==> src/rtl/mips_ctrl_pkg.sv <==
// rtl/mips_ctrl_pkg.sv - state, opcode/funct, ALU and mux codes for the multi-cycle controller
package mips_ctrl_pkg;

  typedef enum logic [3:0] {
    S_FETCH, S_DECODE, S_MEM_ADDR, S_MEM_READ, S_MEM_WB, S_MEM_WRITE, S_R_EXEC,
    S_R_WB, S_I_EXEC, S_I_WB, S_BRANCH, S_JUMP, S_JAL, S_JR
  } state_t;

  localparam logic [4:0] RA_INDEX = 5'd31;

  localparam logic [5:0] OP_RTYPE = 6'b000000;
  localparam logic [5:0] OP_J     = 6'b000010;
  localparam logic [5:0] OP_JAL   = 6'b000011;
  localparam logic [5:0] OP_BEQ   = 6'b000100;
  localparam logic [5:0] OP_BNE   = 6'b000101;
  localparam logic [5:0] OP_ADDI  = 6'b001000;
  localparam logic [5:0] OP_SLTI  = 6'b001010;
  localparam logic [5:0] OP_LW    = 6'b100011;
  localparam logic [5:0] OP_SW    = 6'b101011;

  localparam logic [5:0] FN_JR  = 6'b001000;
  localparam logic [5:0] FN_ADD = 6'b100000;
  localparam logic [5:0] FN_SUB = 6'b100010;
  localparam logic [5:0] FN_AND = 6'b100100;
  localparam logic [5:0] FN_OR  = 6'b100101;
  localparam logic [5:0] FN_SLT = 6'b101010;

  localparam logic [2:0] ALU_AND = 3'b000;
  localparam logic [2:0] ALU_OR  = 3'b001;
  localparam logic [2:0] ALU_ADD = 3'b010;
  localparam logic [2:0] ALU_SUB = 3'b110;
  localparam logic [2:0] ALU_SLT = 3'b111;

  localparam logic [1:0] ALUOP_ADD   = 2'd0;
  localparam logic [1:0] ALUOP_SUB   = 2'd1;
  localparam logic [1:0] ALUOP_FUNCT = 2'd2;
  localparam logic [1:0] ALUOP_SLT   = 2'd3;

  localparam logic [1:0] PCSRC_ALU    = 2'd0;
  localparam logic [1:0] PCSRC_ALUOUT = 2'd1;
  localparam logic [1:0] PCSRC_JUMP   = 2'd2;
  localparam logic [1:0] PCSRC_DATA1  = 2'd3;

  localparam logic [1:0] REGDST_RT = 2'd0;
  localparam logic [1:0] REGDST_RD = 2'd1;
  localparam logic [1:0] REGDST_RA = 2'd2;

  localparam logic [1:0] M2R_ALUOUT = 2'd0;
  localparam logic [1:0] M2R_MDR    = 2'd1;
  localparam logic [1:0] M2R_PC     = 2'd2;

  localparam logic [1:0] SRCB_REG     = 2'd0;
  localparam logic [1:0] SRCB_FOUR    = 2'd1;
  localparam logic [1:0] SRCB_IMM     = 2'd2;
  localparam logic [1:0] SRCB_IMM_SH2 = 2'd3;

endpackage

==> src/rtl/mips_alu_decoder.sv <==
// rtl/mips_alu_decoder.sv - maps FSM ALU request and R-type funct to the ALU control code
module mips_alu_decoder
  import mips_ctrl_pkg::*;
(
  input  logic [1:0] aluOp,
  input  logic [5:0] funct,
  output logic [2:0] ALUCtrl
);

  // Fixed operations come straight from aluOp; R-type defers to funct, unknown funct adds
  always_comb begin
    ALUCtrl = ALU_ADD;
    case (aluOp)
      ALUOP_ADD: ALUCtrl = ALU_ADD;
      ALUOP_SUB: ALUCtrl = ALU_SUB;
      ALUOP_SLT: ALUCtrl = ALU_SLT;
      ALUOP_FUNCT: begin
        case (funct)
          FN_ADD:  ALUCtrl = ALU_ADD;
          FN_SUB:  ALUCtrl = ALU_SUB;
          FN_AND:  ALUCtrl = ALU_AND;
          FN_OR:   ALUCtrl = ALU_OR;
          FN_SLT:  ALUCtrl = ALU_SLT;
          default: ALUCtrl = ALU_ADD;
        endcase
      end
      default: ALUCtrl = ALU_ADD;
    endcase
  end

endmodule

==> src/rtl/mips_mc_controller.sv <==
// rtl/mips_mc_controller.sv - multi-cycle MIPS main control FSM
module mips_mc_controller
  import mips_ctrl_pkg::*;
(
  input  logic       clk,
  input  logic       rst,
  input  logic [5:0] opcode,
  input  logic [5:0] funct,
  input  logic       zero,
  output logic       pcLoad,
  output logic [1:0] pcSrc,
  output logic       IorD,
  output logic       memRead,
  output logic       memWrite,
  output logic       IRWrite,
  output logic [1:0] regDst,
  output logic [1:0] memToReg,
  output logic       regWrite,
  output logic       ALUSrcA,
  output logic [1:0] ALUSrcB,
  output logic [2:0] ALUCtrl
);

  state_t     state, state_next;
  logic [1:0] aluOp;

  mips_alu_decoder u_alu_dec (
    .aluOp   (aluOp),
    .funct   (funct),
    .ALUCtrl (ALUCtrl)
  );

  // State register; reset abandons any in-flight instruction
  always_ff @(posedge clk) begin
    if (rst) state <= S_FETCH;
    else     state <= state_next;
  end

  // Sequencing: DECODE dispatches on opcode, every final step returns to FETCH
  always_comb begin
    state_next = S_FETCH;
    case (state)
      S_FETCH: state_next = S_DECODE;
      S_DECODE: begin
        case (opcode)
          OP_LW, OP_SW:     state_next = S_MEM_ADDR;
          OP_RTYPE:         state_next = (funct == FN_JR) ? S_JR : S_R_EXEC;
          OP_ADDI, OP_SLTI: state_next = S_I_EXEC;
          OP_BEQ, OP_BNE:   state_next = S_BRANCH;
          OP_J:             state_next = S_JUMP;
          OP_JAL:           state_next = S_JAL;
          default:          state_next = S_FETCH;
        endcase
      end
      S_MEM_ADDR: state_next = (opcode == OP_SW) ? S_MEM_WRITE : S_MEM_READ;
      S_MEM_READ: state_next = S_MEM_WB;
      S_R_EXEC:   state_next = S_R_WB;
      S_I_EXEC:   state_next = S_I_WB;
      default:    state_next = S_FETCH;
    endcase
  end

  // Moore strobes per state; only the branch pcLoad looks at the zero flag
  always_comb begin
    pcLoad   = 1'b0;
    pcSrc    = PCSRC_ALU;
    IorD     = 1'b0;
    memRead  = 1'b0;
    memWrite = 1'b0;
    IRWrite  = 1'b0;
    regDst   = REGDST_RT;
    memToReg = M2R_ALUOUT;
    regWrite = 1'b0;
    ALUSrcA  = 1'b0;
    ALUSrcB  = SRCB_REG;
    aluOp    = ALUOP_ADD;
    case (state)
      S_FETCH: begin
        memRead = 1'b1;
        IRWrite = 1'b1;
        ALUSrcB = SRCB_FOUR;
        pcLoad  = 1'b1;
      end
      S_DECODE:   ALUSrcB = SRCB_IMM_SH2;
      S_MEM_ADDR: begin
        ALUSrcA = 1'b1;
        ALUSrcB = SRCB_IMM;
      end
      S_MEM_READ: begin
        memRead = 1'b1;
        IorD    = 1'b1;
      end
      S_MEM_WB: begin
        regWrite = 1'b1;
        memToReg = M2R_MDR;
      end
      S_MEM_WRITE: begin
        memWrite = 1'b1;
        IorD     = 1'b1;
      end
      S_R_EXEC: begin
        ALUSrcA = 1'b1;
        aluOp   = ALUOP_FUNCT;
      end
      S_R_WB: begin
        regWrite = 1'b1;
        regDst   = REGDST_RD;
      end
      S_I_EXEC: begin
        ALUSrcA = 1'b1;
        ALUSrcB = SRCB_IMM;
        aluOp   = (opcode == OP_SLTI) ? ALUOP_SLT : ALUOP_ADD;
      end
      S_I_WB: regWrite = 1'b1;
      S_BRANCH: begin
        ALUSrcA = 1'b1;
        aluOp   = ALUOP_SUB;
        pcSrc   = PCSRC_ALUOUT;
        pcLoad  = (opcode == OP_BNE) ? ~zero : zero;
      end
      S_JUMP: begin
        pcSrc  = PCSRC_JUMP;
        pcLoad = 1'b1;
      end
      S_JR: begin
        pcSrc  = PCSRC_DATA1;
        pcLoad = 1'b1;
      end
      S_JAL: begin
        regWrite = 1'b1;
        regDst   = REGDST_RA;
        memToReg = M2R_PC;
        pcSrc    = PCSRC_JUMP;
        pcLoad   = 1'b1;
      end
      default: ;
    endcase
  end

endmodule
==> config.mk <==
export PLATFORM = sky130hd
export DESIGN_NAME = mips_mc_controller
export DESIGN_NICKNAME = d
export VERILOG_FILES = /design/src/rtl/mips_ctrl_pkg.sv /design/src/rtl/mips_alu_decoder.sv /design/src/rtl/mips_mc_controller.sv
export SDC_FILE = /design/constraint.sdc
export NUM_CORES = 1
export LEC_CHECK = 0
export ABC_AREA = 1
export CAP_MARGIN = 5
export CORE_UTILIZATION = 30
export CTS_CLUSTER_DIAMETER = 200
export CTS_CLUSTER_SIZE = 25
export DETAILED_ROUTE_END_ITERATION = 8
export GPL_ROUTABILITY_DRIVEN = 0
export HOLD_SLACK_MARGIN = 0.03
export PLACE_DENSITY = 0.66
export RECOVER_POWER = 100
export REMOVE_ABC_BUFFERS = 1
export SLEW_MARGIN = 20
export SYNTH_ARGS = -nofsm -noshare
export SYNTH_HDL_FRONTEND = slang
export SYNTH_SLANG_ARGS = --single-unit
==> constraint.sdc <==
create_clock -name clk -period 1.1 [get_ports clk]
set_clock_uncertainty 0.1 [all_clocks]
set_input_delay 0.11 -clock clk [delete_from_list [all_inputs] [get_ports clk]]
set_output_delay 0.11 -clock clk [all_outputs]
set_load 0.01 [all_outputs]
Yosys cells after proc, flatten, opt, wreduce, memory -nomap -nowiden
Cells that the tools add are included.
{"block": "word_totals", "output_inout_bits": 18, "register_bits": 4, "elab_cells": 64}
{"block": "op_classes", "reduce_logical": 13, "n_eq_ne": 29, "muxes": 20, "n_bitwise": 1}
{"cell": "4-bit one-hot mux with 6 select lines", "count": 2}
{"cell": "6-bit equality test, second input constant", "count": 6}
{"cell": "4-bit equality test, second input constant", "count": 6}
{"cell": "3-bit one-hot mux with 4 select lines", "count": 2}
{"cell": "6-bit by 4-bit equality test with 1-bit output, second input constant", "count": 3}
{"cell": "2-bit one-hot mux with 3 select lines", "count": 3}
{"cell": "4-bit by 3-bit equality test with 1-bit output, second input constant", "count": 4}
{"cell": "2-bit OR reduction", "count": 7}
{"cell": "6-bit by 2-bit equality test with 1-bit output, second input constant", "count": 2}
{"cell": "6-bit by 3-bit equality test with 1-bit output, second input constant", "count": 2}
{"cell": "4-bit OR reduction", "count": 3}
{"cell": "4-bit by 2-bit equality test with 1-bit output, second input constant", "count": 2}
{"cell": "2-bit one-hot mux with 2 select lines", "count": 2}
{"cell": "1-bit two-way mux", "count": 7}
{"cell": "6-bit zero test", "count": 1}
{"cell": "2-bit equality test, second input constant", "count": 2}
{"cell": "4-bit by 1-bit equality test with 1-bit output, second input constant", "count": 1}
{"cell": "4-bit zero test", "count": 1}
{"cell": "4-bit two-way mux", "count": 1}
{"cell": "3-bit two-way mux", "count": 1}
{"cell": "2-bit by 1-bit equality test with 1-bit output, second input constant", "count": 1}
{"cell": "2-bit zero test", "count": 1}
{"cell": "2-bit two-way mux", "count": 1}
{"cell": "1-bit one-hot mux with 2 select lines", "count": 1}
{"cell": "1-bit inverter", "count": 1}

Logic depth before layout (Yosys ltp)
Gate-level depths: netlist of run 1.
{"block": "logic_depth", "ltp_word": 5, "ltp_mapped": 9, "depth_no_buf": 9}

Modules after synthesis
Synthesis of run 1 repeated with hierarchy kept, for this count alone.
{"block": "hier_totals", "cells_unflattened": 130, "area_unflattened_um2": 636.9}
{"mod": "mips_mc_controller", "area_per_inst_um2": 535.5, "instances": 1, "cells_per_inst": 109}
{"mod": "mips_alu_decoder", "area_per_inst_um2": 101.3, "instances": 1, "cells_per_inst": 21}

Worst setup path before layout of run 1
Ideal clock, no wire load.
{"block": "synth_timing", "path_kind": "reg2out", "from": "register state[3]", "to": "output port pcLoad", "n_path_buf": 0, "arrival_time_ns": 1.022, "stages_incl_launch_ff": 7, "setup_slack_ns": -0.132, "path_cell_list": "dfxtp_1 > inv_2 > nor2_2 > inv_2 > o22ai_1 > nor2_1 > nand2_1"}
{"block": "synth_via", "elab_chain_len": 3, "word_cells_on_any_way": 7, "cone_classes": "eq/ne (4); mux (1); reduce/logical (2)"}
{"element": "from (decl)", "line_no": "mips_mc_controller.sv:24", "rtl": "state_t state, state_next;"}
{"element": "from (signal assigned)", "line_no": "mips_mc_controller.sv:36", "rtl": "else state <= state_next;"}
{"element": "4-bit equality test / 4-bit zero test (equally long branches)", "line_no": "mips_mc_controller.sv:77", "rtl": "case (state)"}
{"element": "4-bit OR reduction (no source line)"}
{"element": "1-bit one-hot mux with 2 select lines (*)", "line_no": "mips_mc_controller.sv:77"}
{"element": "to (decl)", "line_no": "mips_mc_controller.sv:10", "rtl": "output logic pcLoad,"}
Mark *: on every way between the ends. The rest lies on a longest branch, timed or not.

Worst setup path after layout of run 1
{"block": "layout_timing", "from": "register state[3]", "to": "output port ALUCtrl[1]"}
{"block": "layout_via", "elab_chain_len": 4, "word_cells_on_any_way": 9, "cone_classes": "eq/ne (6); mux (2); reduce/logical (1)"}
{"element": "4-bit equality test / 4-bit by 3-bit equality test with 1-bit output (equally long branches)", "line_no": "mips_mc_controller.sv:77"}
{"element": "2-bit one-hot mux with 3 select lines (*)", "line_no": "mips_mc_controller.sv:77"}
{"element": "2-bit equality test, or another cell as far along", "line_no": "mips_alu_decoder.sv:13", "rtl": "case (aluOp)"}
{"element": "3-bit one-hot mux with 4 select lines (*)", "line_no": "mips_alu_decoder.sv:13"}
{"element": "to (decl)", "line_no": "mips_mc_controller.sv:21", "rtl": "output logic [2:0] ALUCtrl"}
Marked as above.

==> flow_metrics.env, run 1 <==
export IMPL_status="finished, violations left"
export IMPL_violations="setup timing"
export IMPL_crit_path_end_kind="primary output"
export IMPL_clk_pin_slew_ns=0.04
export IMPL_drt_wl_total_um=2400
export IMPL_die_area_um2=2300
export IMPL_syn_area_um2=633
export IMPL_avgSynthCellArea_um2=5.32
export IMPL_path_class="register to primary output"
export IMPL_tightest_slew_ns=0.315
export IMPL_hold_viol_final=0
export IMPL_drive_gt1_share_pct=59.1
export IMPL_synth_top_area_share_pct=16.6
export IMPL_numPortBuffers=32
export IMPL_dr_total_vias=981
export IMPL_crit_family="simple AND/OR/NAND/NOR gates"
export IMPL_synth_area_leaders="nand2_1 (17%), dfxtp_1 (13%), nor2_1 (12%)"
export IMPL_final_common_cell="buf_4"
export IMPL_most_common_layout_cells="buf_4 (29), nand2_1 (21), buf_2 (14), nor2_4 (12), nor2_1 (12)"
export IMPL_min_period_over_period_pct=138
export IMPL_grt_pass1_vias=831
export IMPL_grt_total_usage_pct=20.4
export IMPL_finalPower_mw=0.709
export IMPL_fin_util_pct=67.0
export IMPL_antenna_cells=0
export IMPL_cts_sinks=4
export IMPL_drtAntennaViolNets=0
export IMPL_die_y_um=47.9
export IMPL_endpoint="ALUCtrl[1]"
export IMPL_synth_cell_types=21
export IMPL_top_register="state"
export IMPL_rsz0062_at_grt="true"
export IMPL_cts_root_buf="clkbuf_4"
export IMPL_worstPathCellList="inv_2 -> nand2_2 -> nor2_4 -> nand3_1 -> dlygate4sd2_1"
export IMPL_viasPerCell=4.61
export IMPL_boundaryPins=33
export IMPL_hp_class="input port to register"
export IMPL_hold_buffers=0
export IMPL_slew_viol_final=0
export IMPL_yosysWarnings=0
export IMPL_dp_hpwl_um=1530
export IMPL_cts_buffers=3
export IMPL_slowest_stage="dfxtp_2"
export IMPL_r2r_end="state[2]"
export IMPL_r2r_slack_ns=-0.34
export IMPL_start_kind="register"
export IMPL_reg_largest_list="state (4)"
export IMPL_finalCriticalPeriod_ns=1.52
export IMPL_fin_nets=203
export IMPL_initial_core_util_pct=31.9
export IMPL_synth_seq_cells=4
export IMPL_clock_fmax_mhz=659
export IMPL_critPathBufInv=2
export IMPL_layout_setup_ws_ns=-0.418
export IMPL_layout_area_overhead_vs_synth_pct=110
export IMPL_powerDensity_nw_per_um2=533
export IMPL_antenna_found_initial=0
export IMPL_finalSetupViolCount=22
export IMPL_core_region_area_um2=1980
export IMPL_drv_cap=0
export IMPL_htree_levels=1
export IMPL_largest_reg_flops=4
export IMPL_grt_max_degree=6
export IMPL_path_depth=5
export IMPL_crit_start="state[3]"
export IMPL_dr_pass1_iters=4
export IMPL_drc=0
export IMPL_grt_overflow=0
export IMPL_r2r_start="state[3]"
export IMPL_grt_pass1_wl_um=3390
export IMPL_slowest_delay_ns=0.32
export IMPL_path_max_fanout=5
export IMPL_critical_path_arrival_ns=1.31
export IMPL_critPathRequiredTime_ns=0.89
export IMPL_cts_tree="done"
export IMPL_cts_buffer_depth=2
export IMPL_relSlewSlack_pct=78.8
export IMPL_syn_instance_count=119
export IMPL_rr_worst_depth=9
export IMPL_fp_dieW_um=47.9
export IMPL_drt_iter0_markers=16
export IMPL_clkLatencyLatePin_ns=0.23
export IMPL_synth_largest_area_cell="nand2_1"
export IMPL_rows=16
export IMPL_ys_seq_area_share_pct=12.6
export IMPL_ir_worst_vdd_mv=0.675
export IMPL_leakage_nw=0.695
export IMPL_avgRoutedWirePerCell_um=11.3
power by group:
group	internal, mW	leakage, nW	switching (mW)
logic	0.184	0.646	0.187
clock network	0.121	0.0138	0.0526
registers	0.150	0.0352	0.0142
total	0.455	0.695	0.254
kinds of logic (layout without fill, tap and decap cells):
group,after synthesis,after routing,synth area share [%]
compound gates,15,15,15.0
flops,4,4,12.6
simple gates,78,78,59.3
buf+inv,22,89,13.0
final cells by class:
cell class,count,area (µm²)
Clock buffer,3,22.5
Fill cell,170,653
Inverter,22,90.1
Multi-Input combinational cell,93,581
Sequential cell,4,92.6
Tap cell,27,33.8
Timing Repair Buffer,64,509
Yosys cell counts:
cell      number
a21oi_1        3
a21oi_2        3
a31oi_1        1
dfxtp_1        4
inv_1         14
inv_2          8
nand2_1       28
nand2_2        2
nand3_1       10
nand4_1        1
nor2_1        21
nor2_2         7
nor2_4         5
nor3_1         2
nor4_1         1
o211ai_1       1
o21ai_0        3
o21ai_1        2
o21ai_2        1
o22ai_1        1
or2_1          1
repair_timing:
| item | 4_1_cts | 5_1_grt |
|---|---|---|
| buffers inserted | 10 | 1 |
| pin swaps | 17 | 6 |
| endpoints found under the hold margin | 0 | 0 |
| resized for setup | 116 | 19 |
| cloned | 0 | 0 |
| setup endpoints to repair | 22 | 22 |
per-layer routing:
metal  part of all wire [%]  GRT usage (%)  up-vias
met5                      0              0        -
met2                     53           36.8       29
met3                    3.8           4.91        2
li1                       -              -      506
met1                     43           25.4      444
met4                   0.67           1.67        0
through the flow:
step | setup TNS [ns] | worst slack (ns) | instance area [µm²] | std cells | hold slack, ns
floorplan | -0.278 | -0.132 | 633 | 119 | 0.0769
global placement | -10.57 | -0.758 | 1140 | 199 | 0.644
detailed placement | -10.84 | -0.783 | 1140 | 199 | 0.650
CTS | -6.30 | -0.403 | 1270 | 212 | 0.398
global route | -8.12 | -0.487 | 1330 | 213 | 0.390
finish | -6.64 | -0.418 | 1330 | 213 | 0.356
worst register-to-register path, stage by stage, from the launching register on:
cell and delay, ns:
dfxtp_2 0.33, inv_2 0.06, nand2_2 0.16, nor2_4 0.07, buf_4 0.14, buf_4 0.13, a21oi_2 0.12, o21ai_2 0.07
a21oi_2 0.12, nor2_2 0.04
worst min path at each step:
stage	start	endpoint	slack, ns	cells past startpoint
2_1_floorplan	rst	state[2]	0.08	1
3_5_place_dp	rst	state[2]	0.65	2
5_1_grt	opcode[3]	state[1]	0.39	8
4_1_cts	opcode[4]	state[1]	0.40	9
6_report	opcode[3]	state[1]	0.36	8
3_3_place_gp	rst	state[2]	0.64	2
No activity file was read; power rests on OpenSTA's default activity.
==> inputs of run 2 (changes only) <==
Settings changed: SYNTH_HIERARCHICAL set to 1.
==> run 2 against run 1 <==
Synthesized area increased by 0.59%. Critical path depth increased by 5. Design area increased by 18%. Sequential power decreased by 2%. Die area increased by 0.56%. Core utilization increased by 12 points. Wire length increased by 42%. The run still ends with setup timing left. Clock-buffer cell count unchanged. Hold slack improved by 0.081 ns. Sequential cell count unchanged. Register-to-register slack got worse by 0.17 ns. First-iteration DRC count increased by 100%.
==> flow_metrics.env, run 2 <==
export IMPL_ir_worst_vdd_mv=0.833
export IMPL_ys_seq_area_share_pct=12.6
export IMPL_top_register="state"
export IMPL_grt_pass1_wl_um=3620
export IMPL_grt_total_usage_pct=22.7
export IMPL_crit_path_end_kind="primary output"
export IMPL_critPathBufInv=3
export IMPL_synth_area_leaders="nor2_1 (19%), nand2_1 (18%), dfxtp_1 (13%)"
export IMPL_synth_main_ff_cell="dfxtp_1"
export IMPL_worstPathCellList="inv_2 -> nor2_4 -> nand2_4 -> nor3_4 -> nand3_2 -> o21ai_2 -> inv_2 -> nor2_4 -> nand4_1 -> buf_2"
export IMPL_grt_max_degree=6
export IMPL_avgSynthCellArea_um2=4.90
export IMPL_finalCriticalPeriod_ns=1.84
export IMPL_drv_cap=0
export IMPL_slowest_delay_ns=0.35
export IMPL_layout_area_overhead_vs_synth_pct=146
export IMPL_final_cells=231
export IMPL_boundaryPins=33
export IMPL_dp_hpwl_um=1620
export IMPL_rsz0062_at_grt="true"
export IMPL_slowest_stage="dfxtp_2"
export IMPL_synth_most_common_cell="nor2_1"
export IMPL_htree_levels=1
export IMPL_drt_wl_total_um=3420
export IMPL_status="finished, violations left"
export IMPL_cts_sinks=4
export IMPL_synth_compound_area_share_pct=11.6
export IMPL_synth_seq_cells=4
export IMPL_largest_reg_flops=4
export IMPL_violations="setup timing"
export IMPL_dr_total_vias=1166
export IMPL_fin_nets=221
export IMPL_critPathRequiredTime_ns=0.89
export IMPL_powerDensity_nw_per_um2=546
export IMPL_synth_largest_area_cell="nor2_1"
export IMPL_antenna_found_initial=0
export IMPL_synth_top_area_share_pct=18.9
export IMPL_core_region_area_um2=1980
export IMPL_cts_tree="done"
export IMPL_hp_class="input port to register"
export IMPL_drt_iter0_markers=32
export IMPL_final_common_cell="buf_6"
export IMPL_drc=0
export IMPL_synthSimpleGateAreaFrac_pct=59.9
export IMPL_syn_area_um2=637
export IMPL_grt_overflow=0
export IMPL_async_flop_share_pct=0
export IMPL_critical_path_arrival_ns=1.63
export IMPL_slew_viol_final=0
export IMPL_post_place_ws_ns=-1.08
export IMPL_hold_viol_final=0
export IMPL_rows=16
export IMPL_drive_gt1_share_pct=60.3
export IMPL_path_class="register to primary output"
export IMPL_finalSetupViolCount=22
export IMPL_clock_fmax_mhz=543
export IMPL_synth_top_family_by_area="simple AND/OR/NAND/NOR gates"
export IMPL_min_period_over_period_pct=168
export IMPL_relSlewSlack_pct=78.5
export IMPL_synth_mux_area_share_pct=0
export IMPL_path_max_fanout=2
export IMPL_synth_edf_count=0
export IMPL_initial_core_util_pct=32.1
export IMPL_avgRoutedWirePerCell_um=14.8
export IMPL_die_y_um=48.1
export IMPL_cts_buffers=3
export IMPL_place_inst=214
export IMPL_syn_instance_count=130
export IMPL_synthAdderAreaFrac_pct=0
export IMPL_reg_largest_list="state (4)"
export IMPL_cts_root_buf="clkbuf_4"
export IMPL_tightest_slew_ns=0.319
export IMPL_most_common_layout_cells="buf_6 (23), nand2_1 (21), buf_4 (21), nor2_4 (15), nor2_1 (15)"
export IMPL_dr_pass1_iters=4
export IMPL_hold_buffers=0
export IMPL_cts_buffer_depth=2
export IMPL_die_area_um2=2310
export IMPL_clkLatencyLatePin_ns=0.25
export IMPL_fp_dieW_um=48.1
export IMPL_start_kind="register"
export IMPL_viasPerCell=5.05
export IMPL_numPortBuffers=32
export IMPL_crit_family="simple AND/OR/NAND/NOR gates"
export IMPL_grt_pass1_vias=847
export IMPL_clk_pin_slew_ns=0.05
export IMPL_layout_setup_ws_ns=-0.743
export IMPL_synth_xor_area_share_pct=0
export IMPL_synthTopCellsByCount="nor2_1 (32), nand2_1 (30), inv_1 (21), nand3_1 (12), o21ai_0 (6)"
export IMPL_synth_cell_types=18
export IMPL_antenna_cells=0
export IMPL_leakage_nw=0.815
export IMPL_drtAntennaViolNets=0
export IMPL_fin_hold_ws_ns=0.438
export IMPL_yosysWarnings=6
run 2: changes by cell type in the layout (fill, tap and decap cells not counted), sizes merged, moves of 2 or more:
cell / previous run / this run
inv: 22 / 25
clkdlybuf4s50: 8 / 12
nor2: 33 / 39
clkdlybuf4s15: 3 / 0
buf: 50 / 58
nand3: 10 / 12
run 2: cell families (layout without fill, tap and decap cells):
family          count (synthesis)  after routing
buf+inv                        26            100
compound gates                 14             14
simple gates                   86             86
flops                           4              4
run 2: per-stage QoR:
step	cell area, µm²	utilization (%)	power (mW)	TNS (ns)
floorplan	629	-	0.283	-1.68
global placement	1180	59.5	0.486	-13.36
detailed placement	1180	59.5	0.490	-13.77
CTS	1380	69.8	0.767	-8.05
global route	1570	79.2	0.895	-12.72
finish	1570	79.2	0.856	-11.78
run 2: report_power, final:
part | internal (mW) | total, mW | switching, mW
sequential | 0.153 | 0.160 | 0.00709
clock | 0.123 | 0.203 | 0.0799
combinational | 0.252 | 0.493 | 0.240
total | 0.529 | 0.856 | 0.327
run 2: cell type report:
class / instances / area [µm²]
clock buffers: 3 / 22.5
well taps: 27 / 33.8
repair buffers: 72 / 639
fillers: 130 / 413
flip-flops and latches: 4 / 87.6
multi-input cells: 100 / 679
inverters: 25 / 106
run 2: per-layer routing:
metal	vias up	GRT usage [%]	share of wire [%]
met3	16	2.26	5.4
met5	-	0	0
met1	539	30.6	41
li1	550	-	-
met2	61	39.7	50
met4	0	3.33	3.9
run 2: path summary, 6_finish.rpt:
check,slack [ns],start,to,cells after the start
min,0.44,rst,state[1],2
min reg2reg,0.69,state[0],state[3],5
max reg2reg,-0.51,state[3],state[2],9
max,-0.74,state[3],ALUCtrl[1],10
run 2: timing repair:
action,CTS,global route
setup endpoints to repair,22,22
setup buffers,9,10
hold endpoints to repair,0,0
pin swaps,20,14
gates resized for setup,143,38
